### config.mk
export PLATFORM = sky130hd
export DESIGN_NAME = cam_entry_mgr
export DESIGN_NICKNAME = d
export VERILOG_FILES = /design/src/rtl/cam_entry_mgr_pkg.sv /design/src/rtl/priority_encoder.sv /design/src/rtl/cam_entry_mgr.sv
export SDC_FILE = /design/constraint.sdc
export NUM_CORES = 1
export LEC_CHECK = 0
export ABC_AREA = 0
export CORE_ASPECT_RATIO = 0.5
export CORE_MARGIN = 4
export CORE_UTILIZATION = 43
export DETAILED_ROUTE_END_ITERATION = 10
export HOLD_SLACK_MARGIN = 0.03
export PLACE_DENSITY = 0.76
export SKIP_CTS_REPAIR_TIMING = 1
export SLEW_MARGIN = 20
export SYNTH_ARGS = -nofsm -noshare
export SYNTH_HDL_FRONTEND = slang
export SYNTH_SLANG_ARGS = --single-unit
### constraint.sdc
create_clock -name clk -period 2.5 [get_ports clk]
set_clock_uncertainty 0.15 [all_clocks]
set_input_delay 0.5 -clock clk [delete_from_list [all_inputs] [get_ports clk]]
set_output_delay 0.5 -clock clk [all_outputs]
set_load 0.05 [all_outputs]
### src/rtl/cam_entry_mgr_pkg.sv
// rtl/cam_entry_mgr_pkg.sv - opcode, status and state encodings shared by the CAM entry manager
package cam_entry_mgr_pkg;

    localparam logic [1:0] OP_LOOKUP = 2'b00;
    localparam logic [1:0] OP_INSERT = 2'b01;
    localparam logic [1:0] OP_DELETE = 2'b10;

    localparam logic [1:0] ST_OK        = 2'b00;
    localparam logic [1:0] ST_NOT_FOUND = 2'b01;
    localparam logic [1:0] ST_FULL      = 2'b10;
    localparam logic [1:0] ST_BAD_OP    = 2'b11;

    typedef enum logic [2:0] {
        IDLE   = 3'd0,
        CMP    = 3'd1,
        DECIDE = 3'd2,
        WRITE  = 3'd3,
        RESP   = 3'd4,
        FLUSH  = 3'd5
    } state_t;

endpackage

### src/rtl/priority_encoder.sv
// rtl/priority_encoder.sv - one-hot-agnostic priority encoder; LSB_PRIORITY "HIGH" selects the lowest set bit
module priority_encoder #(
    parameter int WIDTH        = 4,
    parameter     LSB_PRIORITY = "LOW",
    parameter int ENC_W        = (WIDTH > 1) ? $clog2(WIDTH) : 1
) (
    input  logic [WIDTH-1:0] input_unencoded,
    output logic             output_valid,
    output logic [ENC_W-1:0] output_encoded
);

    always_comb begin
        output_valid   = |input_unencoded;
        output_encoded = '0;
        if (LSB_PRIORITY == "HIGH") begin
            for (int i = WIDTH - 1; i >= 0; i--) begin
                if (input_unencoded[i]) output_encoded = ENC_W'(i);
            end
        end else begin
            for (int i = 0; i < WIDTH; i++) begin
                if (input_unencoded[i]) output_encoded = ENC_W'(i);
            end
        end
    end

endmodule

### src/rtl/cam_entry_mgr.sv
// rtl/cam_entry_mgr.sv - LOOKUP/INSERT/DELETE front end for cam_simple with free-slot tracking
// Optional bulk delete of every slot is built when CAM_ENTRY_MGR_FLUSH_EN is defined.
module cam_entry_mgr
    import cam_entry_mgr_pkg::*;
#(
    parameter int DATA_WIDTH = 64,
    parameter int ADDR_WIDTH = 5
) (
    input  logic                  clk,
    input  logic                  aresetn,
    input  logic                  req_valid,
    output logic                  req_ready,
    input  logic [1:0]            req_op,
    input  logic [DATA_WIDTH-1:0] req_key,
    output logic                  rsp_valid,
    input  logic                  rsp_ready,
    output logic [1:0]            rsp_status,
    output logic [ADDR_WIDTH-1:0] rsp_addr,
    output logic                  rsp_existed,
    output logic [ADDR_WIDTH:0]   entry_count,
`ifdef CAM_ENTRY_MGR_FLUSH_EN
    input  logic                  flush_req,
    output logic                  flush_busy,
`endif
    output logic [ADDR_WIDTH-1:0] cam_write_addr,
    output logic [DATA_WIDTH-1:0] cam_write_data,
    output logic                  cam_write_delete,
    output logic                  cam_write_enable,
    input  logic                  cam_write_busy,
    output logic [DATA_WIDTH-1:0] cam_compare_data,
    input  logic                  cam_match,
    input  logic [ADDR_WIDTH-1:0] cam_match_addr
);

    localparam int                DEPTH   = 2 ** ADDR_WIDTH;
    localparam logic [ADDR_WIDTH:0] CNT_ONE = (ADDR_WIDTH + 1)'(1);
    localparam logic [ADDR_WIDTH:0] CNT_MAX = (ADDR_WIDTH + 1)'(DEPTH);

    state_t                r_state;
    state_t                w_state_next;
    logic                  r_run;
    logic [1:0]            r_op;
    logic [DATA_WIDTH-1:0] r_key;
    logic [DEPTH-1:0]      r_free;
    logic [ADDR_WIDTH:0]   r_count;
    logic [1:0]            r_rsp_status;
    logic [ADDR_WIDTH-1:0] r_rsp_addr;
    logic                  r_rsp_existed;
    logic                  r_wr_en;
    logic [ADDR_WIDTH-1:0] r_wr_addr;
    logic [DATA_WIDTH-1:0] r_wr_data;
    logic                  r_wr_del;

    logic                  w_free_valid;
    logic [ADDR_WIDTH-1:0] w_free_idx;
    logic                  w_accept;
    logic                  w_flush_start;
    logic                  w_issue;
    logic                  w_dec_write;
    logic [1:0]            w_dec_status;
    logic [ADDR_WIDTH-1:0] w_dec_addr;
    logic                  w_dec_existed;

`ifdef CAM_ENTRY_MGR_FLUSH_EN
    logic [ADDR_WIDTH-1:0] r_flush_addr;
    logic                  w_flush_last;

    assign w_flush_start = (r_state == IDLE) && r_run && flush_req;
    assign w_flush_last  = (r_flush_addr == ADDR_WIDTH'(DEPTH - 1));
`else
    assign w_flush_start = 1'b0;
`endif

    assign w_accept = req_valid && req_ready && !w_flush_start;
    assign w_issue  = (r_state == WRITE) && !cam_write_busy;

    priority_encoder #(
        .WIDTH        (DEPTH),
        .LSB_PRIORITY ("HIGH"),
        .ENC_W        (ADDR_WIDTH)
    ) u_free_enc (
        .input_unencoded (r_free),
        .output_valid    (w_free_valid),
        .output_encoded  (w_free_idx)
    );

    // r_run keeps req_ready low while reset is asserted even though the state reads IDLE.
    always_ff @(posedge clk or negedge aresetn) begin
        if (!aresetn) begin
            r_state <= IDLE;
            r_run   <= 1'b0;
        end else begin
            r_state <= w_state_next;
            r_run   <= 1'b1;
        end
    end

    always_comb begin
        w_state_next = r_state;
        case (r_state)
            IDLE: begin
                if (w_flush_start)  w_state_next = FLUSH;
                else if (w_accept)  w_state_next = CMP;
            end
            CMP:    w_state_next = DECIDE;
            DECIDE: w_state_next = w_dec_write ? WRITE : RESP;
            WRITE:  if (!cam_write_busy) w_state_next = RESP;
            RESP:   if (rsp_ready) w_state_next = IDLE;
`ifdef CAM_ENTRY_MGR_FLUSH_EN
            FLUSH:  if (!cam_write_busy && w_flush_last) w_state_next = IDLE;
`endif
            default: w_state_next = IDLE;
        endcase
    end

    always_comb begin
        req_ready        = r_run && (r_state == IDLE);
        rsp_valid        = (r_state == RESP);
        rsp_status       = r_rsp_status;
        rsp_addr         = r_rsp_addr;
        rsp_existed      = r_rsp_existed;
        entry_count      = r_count;
        cam_write_addr   = r_wr_addr;
        cam_write_data   = r_wr_data;
        cam_write_delete = r_wr_del;
        cam_write_enable = r_wr_en;
        cam_compare_data = r_key;
`ifdef CAM_ENTRY_MGR_FLUSH_EN
        flush_busy       = (r_state == FLUSH);
`endif
    end

    always_comb begin
        w_dec_write   = 1'b0;
        w_dec_status  = ST_OK;
        w_dec_addr    = '0;
        w_dec_existed = 1'b0;
        case (r_op)
            OP_LOOKUP: begin
                if (cam_match) w_dec_addr   = cam_match_addr;
                else           w_dec_status = ST_NOT_FOUND;
            end
            OP_INSERT: begin
                if (cam_match) begin
                    w_dec_write   = 1'b1;
                    w_dec_addr    = cam_match_addr;
                    w_dec_existed = 1'b1;
                end else if (w_free_valid) begin
                    w_dec_write = 1'b1;
                    w_dec_addr  = w_free_idx;
                end else begin
                    w_dec_status = ST_FULL;
                end
            end
            OP_DELETE: begin
                if (cam_match) begin
                    w_dec_write = 1'b1;
                    w_dec_addr  = cam_match_addr;
                end else begin
                    w_dec_status = ST_NOT_FOUND;
                end
            end
            default: w_dec_status = ST_BAD_OP;
        endcase
    end

    always_ff @(posedge clk or negedge aresetn) begin
        if (!aresetn) begin
            r_op          <= OP_LOOKUP;
            r_key         <= '0;
            r_free        <= '1;
            r_count       <= '0;
            r_rsp_status  <= ST_OK;
            r_rsp_addr    <= '0;
            r_rsp_existed <= 1'b0;
            r_wr_en       <= 1'b0;
            r_wr_addr     <= '0;
            r_wr_data     <= '0;
            r_wr_del      <= 1'b0;
`ifdef CAM_ENTRY_MGR_FLUSH_EN
            r_flush_addr  <= '0;
`endif
        end else begin
            r_wr_en   <= 1'b0;
            r_wr_addr <= '0;
            r_wr_data <= '0;
            r_wr_del  <= 1'b0;
            if (w_accept) begin
                r_op  <= req_op;
                r_key <= req_key;
            end
            if (r_state == DECIDE) begin
                r_rsp_status  <= w_dec_status;
                r_rsp_addr    <= w_dec_addr;
                r_rsp_existed <= w_dec_existed;
            end
            // Count moves only when a bitmap bit actually flips, so in-place updates leave it alone.
            if (w_issue) begin
                r_wr_en   <= 1'b1;
                r_wr_addr <= r_rsp_addr;
                r_wr_data <= r_key;
                r_wr_del  <= (r_op == OP_DELETE);
                if (r_op == OP_DELETE) begin
                    if (!r_free[r_rsp_addr]) begin
                        r_free[r_rsp_addr] <= 1'b1;
                        if (r_count != '0) r_count <= r_count - CNT_ONE;
                    end
                end else if (r_free[r_rsp_addr]) begin
                    r_free[r_rsp_addr] <= 1'b0;
                    if (r_count != CNT_MAX) r_count <= r_count + CNT_ONE;
                end
            end
`ifdef CAM_ENTRY_MGR_FLUSH_EN
            if (r_state == FLUSH && !cam_write_busy) begin
                r_wr_en      <= 1'b1;
                r_wr_addr    <= r_flush_addr;
                r_wr_del     <= 1'b1;
                r_flush_addr <= r_flush_addr + ADDR_WIDTH'(1);
                if (w_flush_last) begin
                    r_free       <= '1;
                    r_count      <= '0;
                    r_flush_addr <= '0;
                end
            end
`endif
        end
    end

endmodule

==> summary.txt <==
Outcome
  • Status: finished, final reports clean

Global route
  • Grt ovf: 0
  • Antenna violations before repair: 0
  • Largest net degree at the start of global routing: 64
  • First-pass GRT wire length: 35.18 mm
  • GRT Total Usage: 0.2114
  • Vias in the first global route: approximately 6300

Timing
  • RSZ-0062 raised after global routing: true
  • Highest Clock Rate: slightly above 0.4 GHz
  • Crit share post-route: 0.9726
  • Headroom to the max-slew limit: 0.5832
  • Final setup fails: 0
  • Least-Margin Pin Slew: 623.9 ps
  • Final-report hold violation count: 0
  • Final Max Tran Viols: 0
  • Min cycle time layout: between 2000 and 2500 ps

Yosys
  • Synthesized area per cell: approximately 12 sq um
  • Synth area leaders: dfrtp_1 (49%), dfstp_2 (11%), mux2_2 (9.4%)
  • Mapped Area: 0.007948 sq mm
  • Ys Warns: 0
  • Main synth FF type: dfrtp_1
  • Post-synth EDFFs: 0
  • FFs w/ async S/R, synth: 1.000
  • Top-area cell type share of the netlist area: 0.4880
  • Yosys reg bits: ~190
  • Post-Syn Instances: 657
  • Synth cell types: 55
  • Seq/Total Area, Yosys: 0.5938
  • Post-synth top area cell: dfrtp_1
  • Synth Net Count: between 700 and 800

Drt
  • Detailed Route Iter0 Violations: about 390
  • Vias: approximately 6200
  • Detailed Routing Iterations Pass 1: 6
  • DRC: 0
  • Routed Antenna Nets: 0
  • WL final: roughly 22 mm
  • Via/cell ratio: approximately 5.3
  • Average wire per standard cell: approximately 19 um

Placed design
  • Final HPWL DP: approximately 16 mm
  • Dpl cells: around 1100
  • Port Buffers: approximately 230
  • RePlAce Congestion: slightly above 0.9

Clock tree
  • H-tree Lvls: 4
  • CTS Buffer Depth: 2
  • TritonCTS clock tree: done
  • Clock Pin Slew Worst Setup and Hold Paths: 80 ps
  • CTS buffer count: 17
  • Worst-Skew Late Latency: between 400 and 500 ps
  • Clock Sinks: 187
  • Root buffer cell: clkbuf_16

Finish
  • Final std cells w/o fill: about 1200
  • Commonest non-fill, non-tap cells in the layout: clkdlybuf4s50_1 (219), dfrtp_1 (151), o21ai_0 (74), and2_1 (71), mux2_2 (66)
  • Fraction of layout cells with a size suffix above 1: 0.2263
  • Area growth syn-to-layout: 44.19%
  • Commonest non-fill, non-tap cell in the layout: clkdlybuf4s50_1
  • Nets: slightly above 1000
  • ANT cells: 0

Floorplanning
  • Top-level I/O count: ~230
  • Initial Utilization: 0.4480
  • Core footprint: ~0.018 sq mm
  • Row Count: 34
  • Die height: ~100 um
  • Die area: between 0.02 and 0.025 sq mm
  • Die width: around 200 um

Power
  • VDD IR max: 0.8224 mV
  • Pwr Total: ~14 mW
  • Leak: 4.942 nW
  • P per Cell Area: 1229 mW/mm^2

Critical path
  • Startpoint types: flip-flop
  • Crit path DAT: 2600 ps
  • Crit-path max FO: 11
  • WP data required: about 2700 ps
  • Crit. End Element: flip-flop
  • Crit Path Class: flip-flop to flip-flop

Min path
  • HP Class: flip-flop to flip-flop

Flow run
  • Max-cap violations: 0
## stage by stage
stage / setup TNS, ps / hold WS [ps] / utilization / setup slack (ps) / cell area, sq um
after floorplan: -85.87 / 54.41 / - / -28.62 / 7999
after global placement: -38.75 / 317.8 / 0.6094 / -13.58 / 10810
after detailed placement: -287.5 / 336.4 / 0.6094 / -57.07 / 10810
after CTS: -18.56 / -122.4 / 0.6433 / -18.56 / 11410
after global routing: -2.213 / 372.5 / 0.6460 / -2.213 / 11460
final: 0 / 338.7 / 0.6460 / 68.41 / 11460
## cell families after synthesis
group                      count (synthesis)  synth area share
xor gates and xnor gates                   4          0.004408
and+or+nand+nor                          163            0.1212
DFF                                      187            0.5938
buffers and inverters                     47           0.02566
adders and majority gates                  9           0.01511
AOI/OAI and AO/OA                        157            0.1118
other                                      1         0.0004718
muxes                                     89            0.1275
## layout make-up
type	count	area, sq um
Clock inverter	15	175.2
Inverter	16	60.06
Tap cell	234	292.8
Sequential cell	187	4727
Timing Repair Buffer	279	2690
Fill cell	1360	6280
Multi-Input combinational cell	423	3089
Clock buffer	17	425.4
## routing by layer
layer	wire (um)	global-route usage
met5	0	0
met4	461	0.07507
met3	1393	0.05483
met2	11700	0.3773
met1	8579	0.2491
## where the power goes
group          switching, mW  leakage (nW)  internal [mW]
sequential             0.797          2.33           3.97
clock                   1.29         0.285           1.43
combinational           4.02          2.33           2.57
## worst paths after layout
check	start	cells after the start	endpoint	slack [ps]
min in group asynchronous	aresetn	2	cam_compare_data[63]$_DFFE_PN0P_	460
max	rsp_addr[3]$_DFFE_PN0P_	7	entry_count[4]$_DFFE_PN0P_	70
max in group asynchronous	aresetn	3	asynchronous set/reset pin	980
max reg2reg	rsp_addr[3]$_DFFE_PN0P_	7	entry_count[4]$_DFFE_PN0P_	70
min reg2reg	cam_compare_data[21]$_DFFE_PN0P_	1	cam_write_data[21]$_DFF_PN0_	340
min	cam_compare_data[21]$_DFFE_PN0P_	1	cam_write_data[21]$_DFF_PN0_	340
## Yosys cell counts (10+ instances only)
cell type and instances:
and2_1 71, dfrtp_1 155, o21ai_0 74, a21oi_1 42
nand2_1 16, nor2_1 19, clkbuf_1 24, mux2i_1 18
mux2_2 66, inv_1 16, nor3_1 11, nor4_1 10
dfstp_2 32
## critical path: stages (launching register included)
cell and delay [ps]:
dfrtp_2 480, or3b_4 440, o22ai_2 160, nor4_2 70, buf_4 140, mux2i_4 200, mux2i_4 360, mux2_4 320
Note: power is estimated with default switching activity, not from simulation.
